File: config.mk
export PLATFORM = sky130hd
export DESIGN_NAME = au_incdec
export DESIGN_NICKNAME = d
export VERILOG_FILES = /design/src/rtl/au_pkg.sv /design/src/rtl/au_prefix_and.sv /design/src/rtl/au_incdec.sv
export SDC_FILE = /design/constraint.sdc
export NUM_CORES = 1
export LEC_CHECK = 0
export CORE_AREA = 2 2 39 41
export DETAILED_ROUTE_END_ITERATION = 6
export DIE_AREA = 0 0 41 43
export DONT_BUFFER_PORTS = 1
export PLACE_DENSITY = 0.39
export SLEW_MARGIN = 20
export SYNTH_ARGS = -nofsm -noshare
export SYNTH_HDL_FRONTEND = slang
export SYNTH_SLANG_ARGS = --single-unit
File: constraint.sdc
create_clock -name vclk -period 1.7
set_input_delay 0.425 -clock vclk [all_inputs]
set_output_delay 0.425 -clock vclk [all_outputs]
set_load 0.05 [all_outputs]
File: src/rtl/au_pkg.sv
// Shared definitions for the arithmetic-unit library: carry-network
// architecture codes and a ceiling-log2 helper for prefix level counts.
package au_pkg;

    localparam int AU_ARCH_RIPPLE      = 0;
    localparam int AU_ARCH_SKLANSKY    = 1;
    localparam int AU_ARCH_KOGGE_STONE = 2;
    localparam int AU_ARCH_BRENT_KUNG  = 3;

    // Smallest r with 2**r >= n; clog2(1) = 0.
    function automatic int clog2(input int n);
        int r;
        r = 0;
        while ((1 << r) < n) r++;
        return r;
    endfunction

endpackage

File: src/rtl/au_prefix_and.sv
// Exclusive prefix AND: t[0] = 1, t[i] = &p[i-1:0]. The ARCH parameter only
// picks the shape of the network; every branch yields identical results.
module au_prefix_and
    import au_pkg::*;
#(
    parameter int WIDTH = 8,
    parameter int ARCH  = AU_ARCH_RIPPLE
) (
    input  logic [WIDTH-1:0] p,
    output logic [WIDTH-1:0] t
);

    localparam int L  = clog2(WIDTH);
    localparam int IW = (L > 0) ? L : 1;

    if (WIDTH < 1 || WIDTH > 64) begin : g_bad_width
        $fatal(1, "au_prefix_and: WIDTH %0d outside 1..64", WIDTH);
    end

    if (ARCH < AU_ARCH_RIPPLE || ARCH > AU_ARCH_BRENT_KUNG) begin : g_bad_arch
        $fatal(1, "au_prefix_and: unsupported ARCH %0d", ARCH);
    end else if (WIDTH == 1) begin : g_w1
        // A single bit always toggles; the operand itself is irrelevant.
        logic unused_p;
        assign unused_p = ^p;
        assign t = 1'b1;
    end else begin : g_net
        // g is the inclusive prefix; t is g shifted up one place.
        logic [WIDTH-1:0] g;
        logic             unused_top;
        assign t          = {g[WIDTH-2:0], 1'b1};
        assign unused_top = g[WIDTH-1];

        if (ARCH == AU_ARCH_RIPPLE) begin : g_ripple
            // Linear AND chain, one gate per bit.
            always_comb begin
                logic acc;
                g   = '0;
                acc = 1'b1;
                for (int i = 0; i < WIDTH; i++) begin
                    acc  = acc & p[i];
                    g[i] = acc;
                end
            end
        end else if (ARCH == AU_ARCH_SKLANSKY) begin : g_sklansky
            // Divide and conquer: upper half of each 2^(l+1) block takes the
            // last bit of its lower half; fan-out doubles per level.
            always_comb begin
                logic [WIDTH-1:0] cur, nxt;
                cur = p;
                for (int l = 0; l < L; l++) begin
                    nxt = cur;
                    for (int i = 0; i < WIDTH; i++)
                        if (((i >> l) & 1) == 1)
                            nxt[i] = cur[i] & cur[IW'(((i >> l) << l) - 1)];
                    cur = nxt;
                end
                g = cur;
            end
        end else if (ARCH == AU_ARCH_KOGGE_STONE) begin : g_kogge_stone
            // Every bit combines with the one 2^l below it; fan-out of two.
            always_comb begin
                logic [WIDTH-1:0] cur, nxt;
                cur = p;
                for (int l = 0; l < L; l++) begin
                    nxt = cur;
                    for (int i = 0; i < WIDTH; i++)
                        if (i >= (1 << l))
                            nxt[i] = cur[i] & cur[IW'(i - (1 << l))];
                    cur = nxt;
                end
                g = cur;
            end
        end else begin : g_brent_kung
            // Up-sweep builds block prefixes at 2^k-1 positions, down-sweep
            // fills the remaining bits from the nearest completed prefix.
            always_comb begin
                logic [WIDTH-1:0] cur, nxt;
                cur = p;
                for (int l = 0; l < L; l++) begin
                    nxt = cur;
                    for (int i = 0; i < WIDTH; i++)
                        if (((i + 1) % (2 << l)) == 0)
                            nxt[i] = cur[i] & cur[IW'(i - (1 << l))];
                    cur = nxt;
                end
                for (int d = L - 2; d >= 0; d--) begin
                    nxt = cur;
                    for (int i = 0; i < WIDTH; i++)
                        if (((i + 1) % (2 << d)) == (1 << d) && (i + 1) > (1 << d))
                            nxt[i] = cur[i] & cur[IW'(i - (1 << d))];
                    cur = nxt;
                end
                g = cur;
            end
        end
    end

endmodule

File: src/rtl/au_incdec.sv
// Increment / decrement by one modulo 2^WIDTH with a selectable prefix-AND
// network and an optional output register.
module au_incdec
    import au_pkg::*;
#(
    parameter int WIDTH   = 8,
    parameter int ARCH    = AU_ARCH_RIPPLE,
    parameter int OUT_REG = 0
) (
    input  logic             clk,
    input  logic             rst,
    input  logic [WIDTH-1:0] a,
    input  logic             inc_dec,
    output logic [WIDTH-1:0] z
);

    logic [WIDTH-1:0] p;
    logic [WIDTH-1:0] t;
    logic [WIDTH-1:0] z_d;

    // Increment toggles above a run of ones, decrement above a run of zeros;
    // inverting a for decrement turns both into a run-of-ones detect.
    assign p = a ^ {WIDTH{inc_dec}};

    au_prefix_and #(
        .WIDTH (WIDTH),
        .ARCH  (ARCH)
    ) u_prefix (
        .p (p),
        .t (t)
    );

    assign z_d = a ^ t;

    if (OUT_REG != 0) begin : g_reg
        logic [WIDTH-1:0] z_q;

        // Output register, reset wins over new data.
        always_ff @(posedge clk) begin
            if (rst) z_q <= '0;
            else     z_q <= z_d;
        end

        assign z = z_q;
    end else begin : g_comb
        logic unused_clk_rst;
        assign unused_clk_rst = clk ^ rst;
        assign z              = z_d;
    end

endmodule

==> reports/qor.txt, run 1 <==
Initial antenna violation count: 0
Dpl cells: 68
Max_cap viols: 0
Vias in the first global route: 322
Min-Delay Path Class: in2out
N_diodes: 0
Final hold viol count: 0
Psw: 0.000110 W
Placed standard-cell area: 546 um2
FILL cells: 123
Final WS setup: -0.127 ns
Synth top area cells: xnor2_1 (15%), and2b_2 (7.4%), nor4b_4 (6.7%)
Post-synthesis mux area share: 2.81%
GRT Total Usage: 9.41%
Fin Setup TNS: -0.309 ns
Clk network pwr share: 0%
Min cycle time layout: 1.83 ns
Post-Synth XOR/XNOR Area: 14.7%
Worst-margin pin slew: 0.414 ns
Sequential share of the synthesized area: 0%
IO Count: 19
Combinational power share: 100.0%
Library cells used by synthesis: 26
Starting Density: 25.8%
Total gr overflow: 0
Routability cong.: 0.713
Post-synth top cells: xnor2_1 (6), and2b_2 (3), inv_1 (3), nand2_1 (3), nor2_1 (3)
CP max stage cell: or4b_4
Power Total: 0.000209 W
Worst-path fanout max: 4
Startpoint types: input pin
Cell count after synthesis: 45
Multi-input gate area: 422 um2
Synthesized Nets: 56
Critical Path Sink Type: primary output
Die width: 41 um
Initial DRT Pass Iterations: 3
Final setup fails: 5
Critical Path, Cell by Cell: or4b_4 -> a2bb2oi_2 -> nand4b_1 -> buf_6
Non-Filler Instances: 71
Die height: 43 um
First-pass GRT wire length: 1260 um
Post-synth top area cell: xnor2_1
Cell-internal power: 0.0000995 W
Critical Path RT: 1.27 ns
Final-report max-slew violation count: 0
Site Rows: 14
CP peak stage delay: 0.54 ns
Final #Nets: 68
Status: finished with violations
Unrepaired setup endpoints after global routing: yes
Switching portion of total power: 52.5%
Vias: 378
Max_slew headroom: 72.3%
IO Port Bufs: 0
Routed wire per std cell: 12.0 um
Area share of the largest cell type after synthesis: 14.7%
Final period util: 107%
Num sequential: 0
Post-synthesis cell area: 357 um2
Final instance area: 611 um2
DRT antenna net count: 0
Most common cell in the netlist: xnor2_1
DIE AREA: 0.00176 mm2
Layout cell share with drive strength beyond 1: 56.4%
Vias per inst: 5.32
Setup Crit Path Kind: in2out
Area delta synth->final: 71.2%
Simple-gate share of the synthesized area: 50.9%
Largest net degree at the start of global routing: 13
Synth Area in Adders: 0%
Total core area: 0.00138 mm2
Flip-flop and latch area: 0 um2
Synth Area in Compound Gates: 22.1%
Sequential Power Share: 0%
Detailed-route DRC error count: 0
Initial DRC count: 7
Yosys warnings: 0
Clock buffers: 0
Hold slack: 0.985 ns
Worst Path Arrival: 1.40 ns
P_leak: 0.237 nW
PwrDens: 343 mW/mm2
Syn_area_per_cell: 7.92 um2
Main combinational cell family by area after synthesis: simple AND/OR/NAND/NOR gates
Violations in the final reports: setup timing
VDD IR-drop max: 0.182 mV
Routed WL: 855 um
Fmax: 0.547 GHz
## stage by stage
step                      utilization, %  worst slack [ns]
final                               44.1            -0.127
after detailed placement            39.4            -0.180
after CTS                           43.1            -0.149
after global routing                44.1            -0.184
after global placement              39.4            -0.150
after floorplan                        -            -0.323
## power by group through the flow
stage | Sequential, W | Clock [W] | Combinational, W
after floorplan | 0 | 0 | 0.000154
after global placement | 0 | 0 | 0.000196
after detailed placement | 0 | 0 | 0.000198
after CTS | 0 | 0 | 0.000208
after global routing | 0 | 0 | 0.000219
final | 0 | 0 | 0.000209
## metal layers
layer	vias to the layer above	global-route usage (%)	share of wire [%]	wire length (um)
met5	-	0	0	0
met4	0	0.667	0	0
met3	0	2.09	7.5	64
met2	10	16.9	54	463
met1	178	11.1	38	327
li1	190	-	-	-
## layout by cell type (no fill, tap or decap), drive strengths merged, types with 2 or more instances in the layout
cell type,synthesis,final
a2bb2oi,3,3
inv,3,3
and4b,2,2
nand2,3,3
and2b,3,3
nor4b,2,2
o2111ai,2,2
nor2,3,3
buf,2,13
xnor2,6,6
nor3,2,2
o211ai,2,2
nand4b,2,2
nor3b,2,2
## cells by family (layout without fill, tap and decap cells)
| kind of cell | count (synthesis) | in the layout |
|---|---|---|
| multiplexers | 1 | 1 |
| buffers and inverters | 6 | 16 |
| XOR/XNOR | 6 | 6 |
| AND/OR/NAND/NOR | 23 | 23 |
| AO/OA/AOI/OAI | 9 | 9 |
## path summary, 6_finish.rpt
check	slack (ns)	depth (start not counted)	end	start
hold / removal	0.99	1	z[2]	a[2]
setup / recovery	-0.13	4	z[6]	a[2]
## layout make-up
| type | count | share of cell area (%) |
|---|---|---|
| multi-input cells | 39 | 69.1 |
| repair buffers | 13 | 25.8 |
| well taps | 16 | 3.28 |
| inverters | 3 | 1.84 |
## worst max-delay path: cells and delay by family
family / cells / cell delay [ns]
simple gates: 2 / 0.66
buf+inv: 1 / 0.18
compound gates: 1 / 0.14
## timing repair
action,4_1_cts,5_1_grt
gates resized for setup,7,3
hold buffers,0,0
setup buffers,3,0
pin swaps,4,4
endpoints found under the setup margin,5,5
Note: power is estimated with default switching activity, not from simulation.
==> run 2: changes to the inputs <==
--- a/config.mk
+++ b/config.mk
@@ -10,6 +10,7 @@
 export DIE_AREA = 0 0 41 43
 export DONT_BUFFER_PORTS = 1
 export PLACE_DENSITY = 0.39
+export SETUP_SLACK_MARGIN = 0.5
 export SLEW_MARGIN = 20
 export SYNTH_ARGS = -nofsm -noshare
 export SYNTH_HDL_FRONTEND = slang
==> run 2 against run 1 <==
The run still ends with setup timing left. First-iteration DRC count decreased by 86%. Non-clock buffer count shrank 3. Cell area increased by 1.2%. Die area unchanged. Critical endpoint is now z[7]. Total power rose by 2.1%. Via count down 0.53%. Hold slack gained 0.00079 ns. Worst setup slack worse by 0.0094 ns.
==> reports/qor.txt, run 2 (synthesized netlist as in run 1, its figures left out) <==
Routed WL: 911 um (+6.5%)
Routed wire per std cell: 13.4 um (+11%)
First-pass GRT wire length: 1450 um (+15%)
Max_slew headroom: 72.4% (about the same)
DRT antenna net count: 0 (unchanged)
Status: finished with violations
Grt met1 use: 11.8% (+0.67 points)
# hold bufs at CTS: 0 (unchanged)
Initial DRT Pass Iterations: 2 (-1)
Total gr overflow: 0 (unchanged)
Vias per inst: 5.53 (+3.9%)
Top Usage Layer GRT: met2
Routability cong.: 0.716 (+0.48%)
P_leak: 0.233 nW (-1.7%)
Total core area: 0.00138 mm2 (unchanged)
Violations in the final reports: setup timing
Power Total: 0.000214 W (+2.1%)
DIE AREA: 0.00176 mm2 (unchanged)
Met2 usage: 21.3% (+4.4 points)
Min-Delay Path Class: in2out
CP max stage cell: or4b_4
Worst-path fanout max: 4 (unchanged)
Unrepaired setup endpoints after global routing: yes
Flip-flop and latch area: 0 um2 (unchanged)
Vias: 376 (-0.53%)
VDD IR-drop max: 0.134 mV (-26%)
Final period util: 108% (+0.55 points)
Vias in the first global route: 368 (+14%)
Num sequential: 0 (unchanged)
Initial antenna violation count: 0 (unchanged)
IO Count: 19 (unchanged)
Site Rows: 14 (unchanged)
DP Worst Slack: -0.170 ns (+0.0104 ns)
Detailed placement HPWL: 719 um
Detailed-route DRC error count: 0 (unchanged)
GRT Total Usage: 10.9% (+1.5 points)
Worst-margin pin slew: 0.414 ns (-0.000228 ns)
Largest net degree at the start of global routing: 13 (unchanged)
Core Util, Final: 44.7% (+0.54 points)
Most frequent cells in the layout: xnor2_4 (4), buf_6 (4)
GR Util met3: 2.09% (unchanged)
IO Port Bufs: 0 (unchanged)
Die height: 43 um (unchanged)
N_diodes: 0 (unchanged)
Worst Path Arrival: 1.41 ns (about the same)
Layout cell share with drive strength beyond 1: 57.7% (+1.3 points)
Initial DRC count: 1 (-6)
Final hold viol count: 0 (unchanged)
CP peak stage delay: 0.54 ns (about the same)
Critical Path, Cell by Cell: or4b_4 -> a2bb2oi_2 -> nand4b_1 -> buf_6
Area delta synth->final: 73.3%
Crit path from: a[2]
Final #Nets: 65 (-4.4%)
Die width: 41 um (unchanged)
Critical Path RT: 1.27 ns (about the same)
FILL cells: 138 (+12%)
Min cycle time layout: 1.84 ns (+0.00937 ns)
Setup crit end: z[7]
Critical Path Sink Type: primary output
Final setup fails: 4 (-1)
Setup Crit Path Kind: in2out
Final WS setup: -0.136 ns (-0.00937 ns)
Max_cap viols: 0 (unchanged)
Final-report max-slew violation count: 0 (unchanged)
Starting Density: 25.8% (unchanged)
Startpoint types: input pin
PwrDens: 346 mW/mm2 (+0.87%)
Hold slack: 0.986 ns (+0.000794 ns)
Fmax: 0.545 GHz (-0.51%)
Clock buffers: 0 (unchanged)
## run 2: worst min path at each step
stage	start	endpoint	cells past startpoint
2_1_floorplan	a[2]	z[2]	1
3_3_place_gp	a[2]	z[2]	1
3_5_place_dp	a[2]	z[2]	1
4_1_cts	a[2]	z[2]	1
5_1_grt	a[2]	z[2]	1
6_report	a[2]	z[2]	1
## run 2: through the flow
step	area (um2)	TNS [ns]	std cells
3_5_place_dp	558	-0.473	68
2_1_floorplan	453	-1.23	45
4_1_cts	597	-0.319	68
5_1_grt	618	-0.415	68
6_report	618	-0.308	68
3_3_place_gp	558	-0.400	68
## run 2: timing repair
item,CTS,global route
setup endpoints to repair,7,7
pin swaps,3,4
buffers inserted,0,0
gates resized for setup,7,4
## run 2: cell type report
| class | count | area [um2] | share of cell area, % |
|---|---|---|---|
| Multi-Input combinational cell | 39 | 459 | 74.3 |
| Timing Repair Buffer | 10 | 128 | 20.6 |
| Inverter | 3 | 11.3 | 1.82 |
| Tap cell | 16 | 20.0 | 3.24 |
## run 2: metal layers
metal	routed length, um	vias up
li1	-	184
met3	75	0
met1	325	183
met5	0	-
met4	0	0
met2	511	9
## run 2: power by group
part           switching (W)  internal, W
Sequential                 0            0
Clock                      0            0
Combinational       0.000111     0.000103
Total               0.000111     0.000103
## run 2: worst max-delay path, delay by kind of cell
| family | cells | cell delay, ns |
|---|---|---|
| AND/OR/NAND/NOR | 2 | 0.67 |
| AO/OA/AOI/OAI | 1 | 0.13 |
| buffers and inverters | 1 | 0.18 |
==> run 3: changes to the inputs <==
--- a/config.mk
+++ b/config.mk
@@ -9,6 +9,7 @@
 export DETAILED_ROUTE_END_ITERATION = 6
 export DIE_AREA = 0 0 41 43
 export DONT_BUFFER_PORTS = 1
+export GPL_ROUTABILITY_DRIVEN = 0
 export PLACE_DENSITY = 0.39
 export SETUP_SLACK_MARGIN = 0.5
 export SLEW_MARGIN = 20
==> constraint.sdc (replaced) <==
create_clock -name vclk -period 2.25
set_input_delay 0.5625 -clock vclk [all_inputs]
set_output_delay 0.5625 -clock vclk [all_outputs]
set_load 0.05 [all_outputs]
==> run 3 against run 2 <==
Cell area fell by 7.3%. Global-route usage decreased by 1.5 points. The flow now finishes without violations. Clock-buffer cell count is the same. Critical path type unchanged. Total power decreased by 28%.
==> reports/qor.txt, run 3 (synthesized netlist as in run 1, its figures left out) <==
GRT Total Usage: 9.41% (-1.5 points)
DRT antenna net count: 0 (unchanged)
DIE AREA: 0.00176 mm2 (unchanged)
Initial DRT Pass Iterations: 2 (unchanged)
Unrepaired setup endpoints after global routing: yes
Num sequential: 0 (unchanged)
Critical Path Sink Type: primary output
Die height: 43 um (unchanged)
Layout cell share with drive strength beyond 1: 54.0% (-3.7 points)
Worst Path Arrival: 1.53 ns (+0.12 ns)
Core Util, Final: 41.4% (-3.3 points)
Min-Delay Path Class: in2out
Die width: 41 um (unchanged)
Total core area: 0.00138 mm2 (unchanged)
Final #Nets: 63 (-3.1%)
Initial antenna violation count: 0 (unchanged)
Clock buffers: 0 (unchanged)
First-pass GRT wire length: 1270 um (-12%)
Worst-margin pin slew: 0.415 ns (+0.000616 ns)
IO Count: 19 (unchanged)
Status: finished clean
Routed WL: 812 um (-11%)
Fin Setup TNS: 0 ns (+0.308 ns)
Vias: 362 (-3.7%)
Min cycle time layout: 2.10 ns
Critical Path RT: 1.69 ns (+0.42 ns)
Final hold viol count: 0 (unchanged)
Worst-path fanout max: 4 (unchanged)
PwrDens: 268 mW/mm2 (-23%)
FILL cells: 142 (+2.9%)
Final WS setup: 0.153 ns (+0.290 ns)
Setup Crit Path Kind: in2out
DP Worst Slack: 0.118 ns (+0.287 ns)
Flip-flop and latch area: 0 um2 (unchanged)
Starting Density: 25.8% (unchanged)
N_diodes: 0 (unchanged)
Vias in the first global route: 317 (-14%)
Final-report max-slew violation count: 0 (unchanged)
Max_slew headroom: 72.3% (about the same)
Crit path from: a[2]
P_leak: 0.210 nW (-9.9%)
VDD IR-drop max: 0.144 mV (+7.6%)
Routed wire per std cell: 12.3 um (-8.2%)
# hold bufs at CTS: 0 (unchanged)
Max_cap viols: 0 (unchanged)
Largest net degree at the start of global routing: 13 (unchanged)
Final period util: 93.2%
Site Rows: 14 (unchanged)
Final setup fails: 0 (-4)
Hold path startpoint: a[2]
Fmax: 0.477 GHz
IO Port Bufs: 0 (unchanged)
Initial DRC count: 2 (+1)
Startpoint types: input pin
Detailed-route DRC error count: 0 (unchanged)
Total gr overflow: 0 (unchanged)
Area delta synth->final: 60.7%
Vias per inst: 5.48 (-0.81%)
==> run 3: what timing repair did <==
action                     4_1_cts  5_1_grt
setup buffers                    1        0
pin swaps                        2        1
resized for setup                5        2
setup endpoints to repair        6        6
==> run 3: cell type report <==
class,instances,area [um2],area share [%]
inverters,3,11.3,1.97
multi-input cells,39,437,76.2
repair buffers,8,105,18.3
well taps,16,20.0,3.49
==> run 3: report_power, final <==
part | leakage (nW) | internal (W) | switching, W
clock | 0 | 0 | 0
sequential | 0 | 0 | 0
combinational | 0.210 | 0.0000725 | 0.0000810
total | 0.210 | 0.0000725 | 0.0000810
==> run 3: stage by stage <==
stage	hold slack [ns]	total power, W	area (um2)	instances
floorplan	1.24	0.000118	453	45
global placement	1.25	0.000148	536	65
detailed placement	1.25	0.000149	536	65
CTS	1.25	0.000154	561	66
global route	1.26	0.000161	573	66
finish	1.26	0.000154	573	66
==> run 3: worst max-delay path: stages <==
cell and delay [ns]:
or4b_4 0.53, a2bb2oi_1 0.15, nand4b_1 0.12, buf_6 0.17
==> run 3: final timing paths <==
check | end | slack, ns | cells past startpoint
worst max-delay path | z[7] | 0.15 | 4
worst min-delay path | z[2] | 1.26 | 1
==> run 3: layer usage <==
layer,wire (um),vias to the layer above,track usage (%)
li1,-,182,-
met1,288,171,10.8
met2,458,9,17.8
met3,65,0,1.57
met4,0,0,0
met5,0,-,0
